## src/rtl/pipeline_flow_ctrl.sv

```systemverilog
// pipeline_flow_ctrl: run/step/halt sequencer and load-use/branch/halt hazard control beside ID (PIPE_CYCLE_CNT_EN adds o_cycle_cnt).
// Latency: hazard outputs are combinational in the same cycle; an accepted command advances the pipe from the next cycle.
// Backpressure: o_cmd_ready is high in IDLE, high for halt only in RUN, low in STEP/DRAIN/DONE and while in reset.
module pipeline_flow_ctrl #(
    parameter int DRAIN_CYCLES = 3
`ifdef PIPE_CYCLE_CNT_EN
    , parameter int CNT_W = 32
`endif
) (
    input  logic       i_clk,
    input  logic       i_rst_n,
    input  logic       i_cmd_valid,
    input  logic [1:0] i_cmd,
    output logic       o_cmd_ready,
    input  logic [4:0] i_id_rs,
    input  logic [4:0] i_id_rt,
    input  logic       i_id_pc_modify,
    input  logic       i_id_br_taken,
    input  logic       i_id_halt,
    input  logic       i_ex_mem_op,
    input  logic       i_ex_mem_type,
    input  logic [4:0] i_ex_rt,
    output logic       o_pc_en,
    output logic       o_ifid_en,
    output logic       o_ifid_flush,
    output logic       o_idex_bubble,
    output logic       o_back_en,
    output logic [2:0] o_state,
    output logic       o_done
`ifdef PIPE_CYCLE_CNT_EN
    , output logic [CNT_W-1:0] o_cycle_cnt
`endif
);

    localparam logic [2:0] ST_IDLE  = 3'd0;
    localparam logic [2:0] ST_RUN   = 3'd1;
    localparam logic [2:0] ST_STEP  = 3'd2;
    localparam logic [2:0] ST_DRAIN = 3'd3;
    localparam logic [2:0] ST_DONE  = 3'd4;

    localparam logic [1:0] CMD_RUN  = 2'b01;
    localparam logic [1:0] CMD_STEP = 2'b10;
    localparam logic [1:0] CMD_HALT = 2'b11;

    localparam int             DW         = (DRAIN_CYCLES > 1) ? $clog2(DRAIN_CYCLES) : 1;
    localparam logic [DW-1:0]  DRAIN_LAST = DW'(DRAIN_CYCLES - 1);

    logic [2:0]    r_state;
    logic [2:0]    w_state_nxt;
    logic [DW-1:0] r_drain_cnt;
    logic [DW-1:0] w_drain_nxt;
    logic          r_done;
    logic          w_adv;
    logic          w_load_use;
    logic          w_cmd_acc;

    assign w_adv      = (r_state == ST_RUN) || (r_state == ST_STEP);
    assign w_load_use = i_ex_mem_op & ~i_ex_mem_type & (i_ex_rt != 5'd0)
                      & ((i_ex_rt == i_id_rs) | (i_ex_rt == i_id_rt));
    assign w_cmd_acc  = i_cmd_valid & o_cmd_ready;

    assign o_state = r_state;
    assign o_done  = r_done;

    // Gated by reset so nothing looks accepted while the block is held in reset.
    assign o_cmd_ready = i_rst_n & ((r_state == ST_IDLE) |
                                    ((r_state == ST_RUN) & (i_cmd == CMD_HALT)));

    always_comb begin
        o_pc_en       = 1'b0;
        o_ifid_en     = 1'b0;
        o_ifid_flush  = 1'b0;
        o_idex_bubble = 1'b0;
        o_back_en     = 1'b0;
        if (w_adv) begin
            o_back_en = 1'b1;
            if (i_id_halt) begin
                // HALT is squashed here so it never reaches EX.
                o_ifid_flush  = 1'b1;
                o_idex_bubble = 1'b1;
            end else if (w_load_use) begin
                o_idex_bubble = 1'b1;
            end else begin
                o_pc_en      = 1'b1;
                o_ifid_en    = 1'b1;
                o_ifid_flush = i_id_pc_modify & i_id_br_taken;
            end
        end else if (r_state == ST_DRAIN) begin
            o_idex_bubble = 1'b1;
            o_back_en     = 1'b1;
        end
    end

    always_comb begin
        w_state_nxt = r_state;
        w_drain_nxt = '0;
        case (r_state)
            ST_IDLE: begin
                if (w_cmd_acc && (i_cmd == CMD_RUN)) begin
                    w_state_nxt = ST_RUN;
                end else if (w_cmd_acc && (i_cmd == CMD_STEP)) begin
                    w_state_nxt = ST_STEP;
                end
            end
            ST_RUN: begin
                if (i_id_halt) begin
                    w_state_nxt = ST_DRAIN;
                end else if (w_cmd_acc) begin
                    w_state_nxt = ST_IDLE;
                end
            end
            ST_STEP: begin
                // A stalled step still consumes the step.
                w_state_nxt = i_id_halt ? ST_DRAIN : ST_IDLE;
            end
            ST_DRAIN: begin
                if (r_drain_cnt == DRAIN_LAST) begin
                    w_state_nxt = ST_DONE;
                end else begin
                    w_drain_nxt = r_drain_cnt + DW'(1);
                end
            end
            ST_DONE: begin
                w_state_nxt = ST_DONE;
            end
            default: begin
                w_state_nxt = ST_IDLE;
            end
        endcase
    end

    always_ff @(posedge i_clk or negedge i_rst_n) begin
        if (!i_rst_n) begin
            r_state     <= ST_IDLE;
            r_drain_cnt <= '0;
            r_done      <= 1'b0;
        end else begin
            r_state     <= w_state_nxt;
            r_drain_cnt <= w_drain_nxt;
            r_done      <= r_done | (w_state_nxt == ST_DONE);
        end
    end

`ifdef PIPE_CYCLE_CNT_EN
    logic [CNT_W-1:0] r_cycle_cnt;

    // o_back_en is low in DONE, so the count freezes there.
    always_ff @(posedge i_clk or negedge i_rst_n) begin
        if (!i_rst_n) begin
            r_cycle_cnt <= '0;
        end else if (o_back_en) begin
            r_cycle_cnt <= r_cycle_cnt + CNT_W'(1);
        end
    end

    assign o_cycle_cnt = r_cycle_cnt;
`endif

endmodule
```

## config.mk

```make
export PLATFORM = sky130hd
export DESIGN_NAME = pipeline_flow_ctrl
export DESIGN_NICKNAME = d
export VERILOG_FILES = /design/src/rtl/pipeline_flow_ctrl.sv
export SDC_FILE = /design/constraint.sdc
export NUM_CORES = 1
export LEC_CHECK = 0
export ABC_AREA = 1
export BUFFER_PORTS_ARGS = -buffer_cell sky130_fd_sc_hd__buf_4
export CAP_MARGIN = 10
export CORE_AREA = 10 10 48 50
export CTS_BUF_LIST = sky130_fd_sc_hd__clkbuf_4
export DETAILED_ROUTE_END_ITERATION = 10
export DIE_AREA = 0 0 58 60
export GPL_TIMING_DRIVEN = 1
export PLACE_DENSITY = 0.75
export SYNTH_ARGS = -nofsm -noshare
export SYNTH_HDL_FRONTEND = slang
export SYNTH_SLANG_ARGS = --single-unit
```

## constraint.sdc

```tcl
create_clock -name i_clk -period 1.3 [get_ports i_clk]
set_input_delay 0.065 -clock i_clk [delete_from_list [all_inputs] [get_ports i_clk]]
set_output_delay 0.065 -clock i_clk [all_outputs]
set_load 0.03 [all_outputs]
```

=== After elaboration in Yosys (flattened, before gate mapping) ===
Index checks and enable logic that the tools add are counted.

* Register bits after elaboration: 6
* Latch bits: 0
* Bits in writable memories: 0
* Memory bits (read-only): 0
* Bits of input ports: 25
* Output and inout port bits: 10
* Word-level logic and storage cells: 51
* Memories kept: 0

* Add/sub/neg operators: 1
* Multipliers: 0
* Divide/modulo/power cells: 0
* Magnitude comparators: 0
* Eq/ne operators: 11
* Shifts and indexed selects: 0
* Multiplexer cells: 20
* Bitwise operators: 11
* Reduce and logical (&&, ||, !) cells: 5

{| class="wikitable"
|+ Operator list
! kind !! count
|-
| 2-to-1 mux 3 bit || 5
|-
| case mux 3 bit (5 select lines) || 1
|-
| 2-to-1 mux 1 bit || 11
|-
| == test 5 bit || 2
|-
| AND 1 bit || 7
|-
| == test 2 bit, second input constant || 3
|-
| == test 3 x 2 -> 1 bit, second input constant || 2
|-
| == test 3 bit, second input constant || 2
|-
| 2-to-1 mux 2 bit || 3
|-
| nonzero test 5 bit || 1
|-
| == test 3 x 1 -> 1 bit, second input constant || 1
|-
| logical NOT 3 bit || 1
|-
| OR 1 bit || 3
|-
| adder 2 x 1 -> 2 bit, second input constant || 1
|-
| == test 2 x 1 -> 1 bit, second input constant || 1
|-
| logical AND 1 bit || 2
|-
| logical OR 1 bit || 1
|-
| NOT 1 bit || 1
|}

=== Logic depth before layout (Yosys ltp) ===
Gate-level depths: netlist of run 1.

* Word-level depth: 11
* Depth in mapped cells: 10
* Gate-level depth less buffers: 10

=== Worst setup path after synthesis of run 1 ===
Ideal clock, no wire load.

* Kind: register to output
* Start: register r_state[0] (netlist: o_state[0])
* End: output port o_pc_en
* Arrival time: 1,809 ps
* Data required time: 1,235 ps
* Path slack: -574 ps
* Cell stages (with the launch flop): 6
* Buffers on the path: 1
* Path through: dfrtp_1 nor2_2 nor2_2 nand2_2 nor2_1 buf_4

* Cells in the longest elaborated chain, start to end: 3
* Elaborated cells between the ends (all ways): 4
* Those cells by class: eq/ne (2); mux (1); reduce/logical (1)

{| class="wikitable"
|+ Ends and longest elaborated chain
! element !! RTL line !! text
|-
| start, declared || 48 || <nowiki>logic [2:0] r_state;</nowiki>
|-
| start signal, assigned || 138 || <nowiki>r_state <= w_state_nxt;</nowiki>
|-
| == test 3 x 1 -> 1 bit or == test 3 x 2 -> 1 bit (tied branches) || 57 || <nowiki>assign w_adv = (r_state == ST_RUN) || (r_state == ST_STEP);</nowiki>
|-
| logical OR 1 bit * || 57 ||
|-
| 2-to-1 mux 1 bit * || - ||
|-
| end, declared || 23 || <nowiki>output logic o_pc_en,</nowiki>
|}

Mark *: on every way between the ends. The rest lies on a longest branch, timed or not.

=== Worst setup path after layout of run 1 ===
* Start: register r_state[1] (netlist: o_state[1])
* End: output port o_cmd_ready

* Cells in the longest elaborated chain, start to end: 4
* Elaborated cells between the ends (all ways): 5
* Those cells by class: eq/ne (1); bitwise (3); reduce/logical (1)

{| class="wikitable"
|+ Ends and longest elaborated chain
! element !! RTL line !! text
|-
| == test 3 x 1 -> 1 bit || 67 || <nowiki>((r_state == ST_RUN) & (i_cmd == CMD_HALT)));</nowiki>
|-
| AND 1 bit || 67 ||
|-
| OR 1 bit * || 66 || <nowiki>assign o_cmd_ready = i_rst_n & ((r_state == ST_IDLE) |</nowiki>
|-
| AND 1 bit * || 66 ||
|-
| end, declared || 14 || <nowiki>output logic o_cmd_ready,</nowiki>
|}

Marked as above.

==> results.cfg, run 1 <==
[synth]
synth.top_cells.by_area = dfrtp_1 (27%), nand2_1 (25%), inv_1 (8.7%)
netlist_instances = 97
yosys.area.top_type_share_pct = 26.8
yosysUniqueCellTypes = 19
yosys-top-cells-count = nand2_1 (37), inv_1 (13), nor2_1 (9)
netlist_area_um2 = 559
ys_seq_area_share_pct = 26.8
yosys.area.top_type = dfrtp_1
ys_ff_latch = 6
syn_nets = 122
synth-simple-area-share_pct = 49.2
avgSynthCellArea_um2 = 5.77
synthMuxAreaShare_pct = 0
synth_compound_gate_area_share_pct = 6.04
yosys.area_share.adder_pct = 0
synth.most_common_cell = nand2_1
yosys_warnings = 0
async_flop_share_pct = 100
synth_top_flop_cell = dfrtp_1
synth_top_family_by_area = simple AND/OR/NAND/NOR gates
synth_xor_area_share_pct = 3.13
synth_edf_count = 0

[cts]
cts_buffer_depth = 2
root_buffer = clkbuf_4
cts_tree = yes
clock-sinks = 6
insertion_delay_ns = 0.25
cts_inserted_buffers = 3
clk_pin_slew_ns = 0.06
ctsHtreeMaxLevel = 1

[setup_path]
cp_max_fo = 4
startpoint = o_state[1]
r2r_cells = 5
crit_buf_inv = 1
crit_chain = a211oi_2, and2_4, buf_6
crit_arrival_ns = 1.28
path_depth = 3
critPathTopFamily = flip-flops
reg2reg_from = o_state[1]
cp-end-kind = output pin
cp-start-kind = flip-flop
required_ns = 1.24
crit_slowest_cell = dfrtp_2
path_class = flip-flop to output pin
max_stage_delay_ns = 0.44

[placement]
dp_hpwl_um = 1520
portBuffers = 34
dpl_cell_area_um2 = 852
gp_congestion = 0.780
place_inst = 146

[global_route]
antenna_found_initial = 0
grt_pass1_wl_um = 2870
grt_pass1_vias = 712
grt.total_usage_pct = 10.1
grt_max_degree = 9
grt_overflow_total = 0

[cells_and_area]
nNetsFinal = 168
syn2layout_area_growth_pct = 74.9
seq_area_um2 = 154
final_core_util_pct = 68.1
layout-drive-gt1-share_pct = 50.0
multi_input_area_um2 = 370
diodes = 0
nFillCells = 127
final_area_um2 = 978
stdcell_count = 158

[power_and_ir_drop]
intPower_w = 0.000397
p_per_area_mw_per_mm2 = 546
p_leak_nw = 0.562
p_switching_w = 0.000137
clkPwrFrac_pct = 40.4
seq_power_share_pct = 35.0
p_total_w = 0.000534
combPwrFrac_pct = 24.6
sw_frac_of_total_pct = 25.7
ir_worst_vdd_mv = 0.450

[floorplan]
initial_core_util_pct = 38.9
io_pins = 35
die-height_um = 60
fp.dieW_um = 58
core_area_mm2 = 0.00144
fp.dieArea_mm2 = 0.00348
placementRows = 14

[sta]
finalCritPeriodShare_pct = 104
fin_crit_ns = 1.35
relSlewSlack_pct = 79.4
rsz0062_at_grt = true
setup_viol = 3
finalHoldViolCount = 0
fmax_mhz = 743
skew_ns = 0.00836
tightest_slew_ns = 0.308
maxSlewViolCount = 0
layout_setup_ws_ns = -0.0458

[route]
first_pass_iters = 4
ant_nets = 0
totalWireLength_um = 1960
routed_via_density = 4.59
wl_per_cell_um = 12.4
drtIter0Drc = 18
route.detailed.drc = 0
vias = 726

[min_path]
hp-class = primary input to flip-flop
min-delay-start = i_cmd_valid
hold_path_depth = 3

[run_status]
run_status = finished, violations left
violations = negative setup slack

[flow_run]
max_cap_viol_count = 0
## power groups by stage
stage	clock network [W]	registers, W	logic (W)
after global routing	0.000232	0.000187	0.000147
final	0.000216	0.000187	0.000132
after global placement	0	0.000190	0.000125
after CTS	0.000223	0.000187	0.000131
after floorplan	0	0.000190	0.0000500
after detailed placement	0	0.000190	0.000127
## cell families (layout without fill, tap and decap cells)
| group | Yosys count | count (layout) |
|---|---|---|
| compound gates | 4 | 4 |
| flops | 6 | 6 |
| xor+xnor | 2 | 2 |
| buf+inv | 21 | 66 |
| simple gates | 64 | 64 |
## layout make-up
class	count	area share, %
flip-flops and latches	6	15.7
inverters	20	7.67
well taps	16	2.05
repair buffers	42	33.6
multi-input cells	70	37.9
clock buffers	4	3.07
## tightest hold or removal path, cell delays in order
cell and delay (ns):
buf_4 0.08, nand3_1 0.07, nand2_1 0.07
## through the flow
stage	setup WS, ns	setup TNS, ns	hold WS, ns
floorplan	-0.0536	-0.0536	-0.231
global placement	0.106	0	-0.122
detailed placement	0.0557	0	-0.118
CTS	-0.0610	-0.167	0.0640
global route	-0.114	-0.321	0.0589
finish	-0.0458	-0.134	0.0805
## layout by cell type, fill, tap and decap left out, types with 4 or more instances in the layout
| master | instances |
|---|---|
| nor2_1 | 7 |
| nand3_1 | 6 |
| clkbuf_4 | 4 |
| nand2_2 | 7 |
| inv_2 | 6 |
| nand2_1 | 32 |
| inv_1 | 13 |
| buf_4 | 38 |
## what timing repair did
| item | in CTS | in global routing |
|---|---|---|
| endpoints found under the hold margin | 6 | 0 |
| setup buffers | 5 | 2 |
| hold buffers | 1 | 0 |
| pin swaps | 6 | 3 |
| resized for setup | 6 | 5 |
| endpoints found under the setup margin | 3 | 4 |
## worst paths after layout
path	slack (ns)	endpoint
max	-0.05	o_cmd_ready
min	0.08	o_state[0]
max reg2reg	0.01	o_state[0]
min reg2reg	0.43	r_drain_cnt[0]
max in group asynchronous	0.98	o_state[1]
min in group asynchronous	0.17	o_state[2]
## state kept, by name, indices dropped and copies added, names as in the netlist
name and cells:
o_state 3, r_drain_cnt 2, o_done 1
## layer usage
layer	vias to the layer above	GRT usage [%]	wire length, um	share of wire, %
met5	-	0	0	0
li1	378	-	-	-
met4	0	2.01	0	0
met3	0	3.39	111	5.7
met1	334	9.27	723	37
met2	14	20.7	1130	57
Note: power is estimated with default switching activity, not from simulation.
==> run 2: changes to the inputs <==
==> config.mk (replaced) <==
export PLATFORM = sky130hd
export DESIGN_NAME = pipeline_flow_ctrl
export DESIGN_NICKNAME = d
export VERILOG_FILES = /design/src/rtl/pipeline_flow_ctrl.sv
export SDC_FILE = /design/constraint.sdc
export NUM_CORES = 1
export LEC_CHECK = 0
export BUFFER_PORTS_ARGS = -buffer_cell sky130_fd_sc_hd__buf_2
export CAP_MARGIN = 10
export CORE_AREA = 10 10 47 49
export CTS_BUF_LIST = sky130_fd_sc_hd__clkbuf_4
export DETAILED_ROUTE_END_ITERATION = 10
export DIE_AREA = 0 0 57 59
export GPL_TIMING_DRIVEN = 1
export PLACE_DENSITY = 0.72
export SYNTH_ARGS = -nofsm -noshare
export SYNTH_HDL_FRONTEND = slang
export SYNTH_SLANG_ARGS = --single-unit
==> run 2 against run 1 <==
First-iteration DRC count decreased by 67%. Clock-buffer cell count unchanged. Via count decreased by 24%. Sequential share of layout area increased by 2.1 points. The flow still finishes with violations (negative setup slack). Area after synthesis decreased by 16%. Die area decreased by 3.4%. Critical endpoint is now o_idex_bubble. Combinational power decreased by 9.8%. Register-to-register slack about the same. Final area decreased by 12%. Sequential power about the same. Global-route usage decreased by 1.5 points.
==> results.cfg, run 2 <==
[synth]
yosys.area.top_type = dfrtp_1
async_flop_share_pct = 100
yosys-top-cells-count = xnor2_1 (10), dfrtp_1 (6), nand2_1 (6), nor2_1 (6), nand3_1 (3)
synth.most_common_cell = xnor2_1
synth_edf_count = 0
synth_top_flop_cell = dfrtp_1
ys_ff_latch = 6
syn_nets = 81
avgSynthCellArea_um2 = 8.40
netlist_area_um2 = 470
yosys.area.top_type_share_pct = 31.9
yosysUniqueCellTypes = 27
ys_seq_area_share_pct = 31.9
synth.top_cells.by_area = dfrtp_1 (32%), xnor2_1 (19%), nand2_1 (4.8%)
netlist_instances = 56
yosys_warnings = 0

[cts]
clk_pin_slew_ns = 0.05
ctsHtreeMaxLevel = 1
cts_tree = yes
root_buffer = clkbuf_4
clock-sinks = 6
insertion_delay_ns = 0.24
cts_inserted_buffers = 3
cts_buffer_depth = 2

[cells_and_area]
nFillCells = 128
largest_register_ffs = 3
layout_commonest_cell = buf_2
syn2layout_area_growth_pct = 83.2
layout_common_cells = buf_2 (29), buf_4 (12), xnor2_1 (10)
final_area_um2 = 862
nNetsFinal = 130
layout-drive-gt1-share_pct = 61.5
stdcell_count = 120
diodes = 0

[power_and_ir_drop]
intPower_w = 0.000391
seq_power_share_pct = 37.2
clkPwrFrac_pct = 39.1
p_switching_w = 0.000113
p_per_area_mw_per_mm2 = 585
ir_worst_vdd_mv = 0.578
combPwrFrac_pct = 23.7
sw_frac_of_total_pct = 22.4
p_leak_nw = 0.415

[floorplan]
placementRows = 14
fp.dieArea_mm2 = 0.00336
die-height_um = 59
core_area_mm2 = 0.00140
fp.dieW_um = 57
io_pins = 35
initial_core_util_pct = 33.6

[route]
ant_nets = 0
totalWireLength_um = 1500
route.detailed.drc = 0
vias = 555
drtIter0Drc = 6
wl_per_cell_um = 12.5
routed_via_density = 4.63
first_pass_iters = 3

[sta]
finalCritPeriodShare_pct = 113
relSlewSlack_pct = 83.2
maxSlewViolCount = 0
fin_crit_ns = 1.47
setup_tns_ns = -0.685
setup_viol = 5
fmax_mhz = 682
tightest_slew_ns = 0.249
layout_setup_ws_ns = -0.166
skew_ns = 0.00512
rsz0062_at_grt = true
finalHoldViolCount = 0

[global_route]
top_usage_layer = met2
grt_util_met3_pct = 2.79
grt.total_usage_pct = 8.64
grt_pass1_vias = 580
grt_util_met1_pct = 9.51
grt_overflow_total = 0
use_met2_pct = 15.2
grt_max_degree = 11
antenna_found_initial = 0
grt_pass1_wl_um = 2440

[run_status]
violations = negative setup slack
run_status = finished, violations left

[min_path]
hold_path_depth = 2
holdPathEnd = o_state[1]
hp-class = primary input to flip-flop
min-delay-start = i_cmd_valid

[setup_path]
cp_max_fo = 4
required_ns = 1.24
cp-start-kind = flip-flop
path_class = flip-flop to output pin
cp-end-kind = output pin
crit_arrival_ns = 1.40
r2r_slack_ns = 0.01
reg2reg_from = o_state[1]
r2r_cells = 7
reg2reg_to = o_state[1]

[flow_run]
max_cap_viol_count = 0

[placement]
dpl_cell_area_um2 = 767
gp_congestion = 0.820
portBuffers = 34
dp_hpwl_um = 1270
pre_cts_slack_ns = -0.173
place_inst = 112
## run 2: cell count changes after synthesis, moves of 5 or more
| cell | before | now |
|---|---|---|
| inv_2 | 6 | 1 |
| nand2_1 | 37 | 6 |
| xnor2_1 | 2 | 10 |
| inv_1 | 13 | 1 |
## run 2: timing repair
action / 4_1_cts / 5_1_grt
hold buffers: 1 / 0
hold endpoints to repair: 6 / 0
setup buffers: 2 / 1
pin swaps: 2 / 1
setup endpoints to repair: 5 / 5
gates resized for setup: 9 / 1
## run 2: critical path, cell delays in order (launching register included)
cell	delay [ns]
dfrtp_2	0.43
nor2_4	0.16
nor2_4	0.04
a311o_2	0.39
buf_6	0.14
## run 2: worst max path at each step
stage,slack [ns],from,cells past startpoint,endpoint
2_1_floorplan,-0.19,i_ex_rt[1],5,o_pc_en
3_3_place_gp,-0.16,i_ex_rt[1],6,o_idex_bubble
3_5_place_dp,-0.17,i_ex_rt[1],6,o_idex_bubble
4_1_cts,-0.18,o_state[1],4,o_idex_bubble
5_1_grt,-0.23,o_state[0],4,o_idex_bubble
6_report,-0.17,o_state[0],4,o_idex_bubble
## run 2: logic make-up (layout without fill, tap and decap cells)
logic type | after synthesis | count (layout) | share of synthesized area, %
AO/OA/AOI/OAI | 12 | 12 | 19.1
flip-flops | 6 | 6 | 31.9
AND/OR/NAND/NOR | 23 | 23 | 24.5
buffers and inverters | 4 | 52 | 3.99
XOR/XNOR | 11 | 11 | 20.5
## run 2: layout make-up
type                    count  area [um^2]  area share, %
multi-input cells          46          360           41.8
flip-flops and latches      6          154           17.9
clock buffers               4         30.0           3.48
repair buffers             46          290           33.7
inverters                   2         7.51          0.871
well taps                  16         20.0           2.32
## run 2: power groups by stage
| stage | Combinational, W | Clock, W | Sequential [W] |
|---|---|---|---|
| floorplan | 0.0000483 | 0 | 0.000190 |
| global placement | 0.000116 | 0 | 0.000190 |
| detailed placement | 0.000118 | 0 | 0.000190 |
| CTS | 0.000121 | 0.000207 | 0.000187 |
| global route | 0.000132 | 0.000218 | 0.000187 |
| finish | 0.000119 | 0.000197 | 0.000187 |
## run 2: through the flow
step                      hold slack, ns  util, %  total power [W]
after floorplan                   -0.231        -         0.000238
after global placement           -0.0920     54.7         0.000306
after detailed placement         -0.0921     54.7         0.000308
after CTS                          0.119     60.7         0.000515
after global routing               0.119     61.5         0.000537
final                              0.130     61.5         0.000504
## run 2: layer usage
metal	part of all wire (%)	wire [um]
met5	0	0
met4	0	0
met2	55	824
met3	4.3	65
met1	41	607
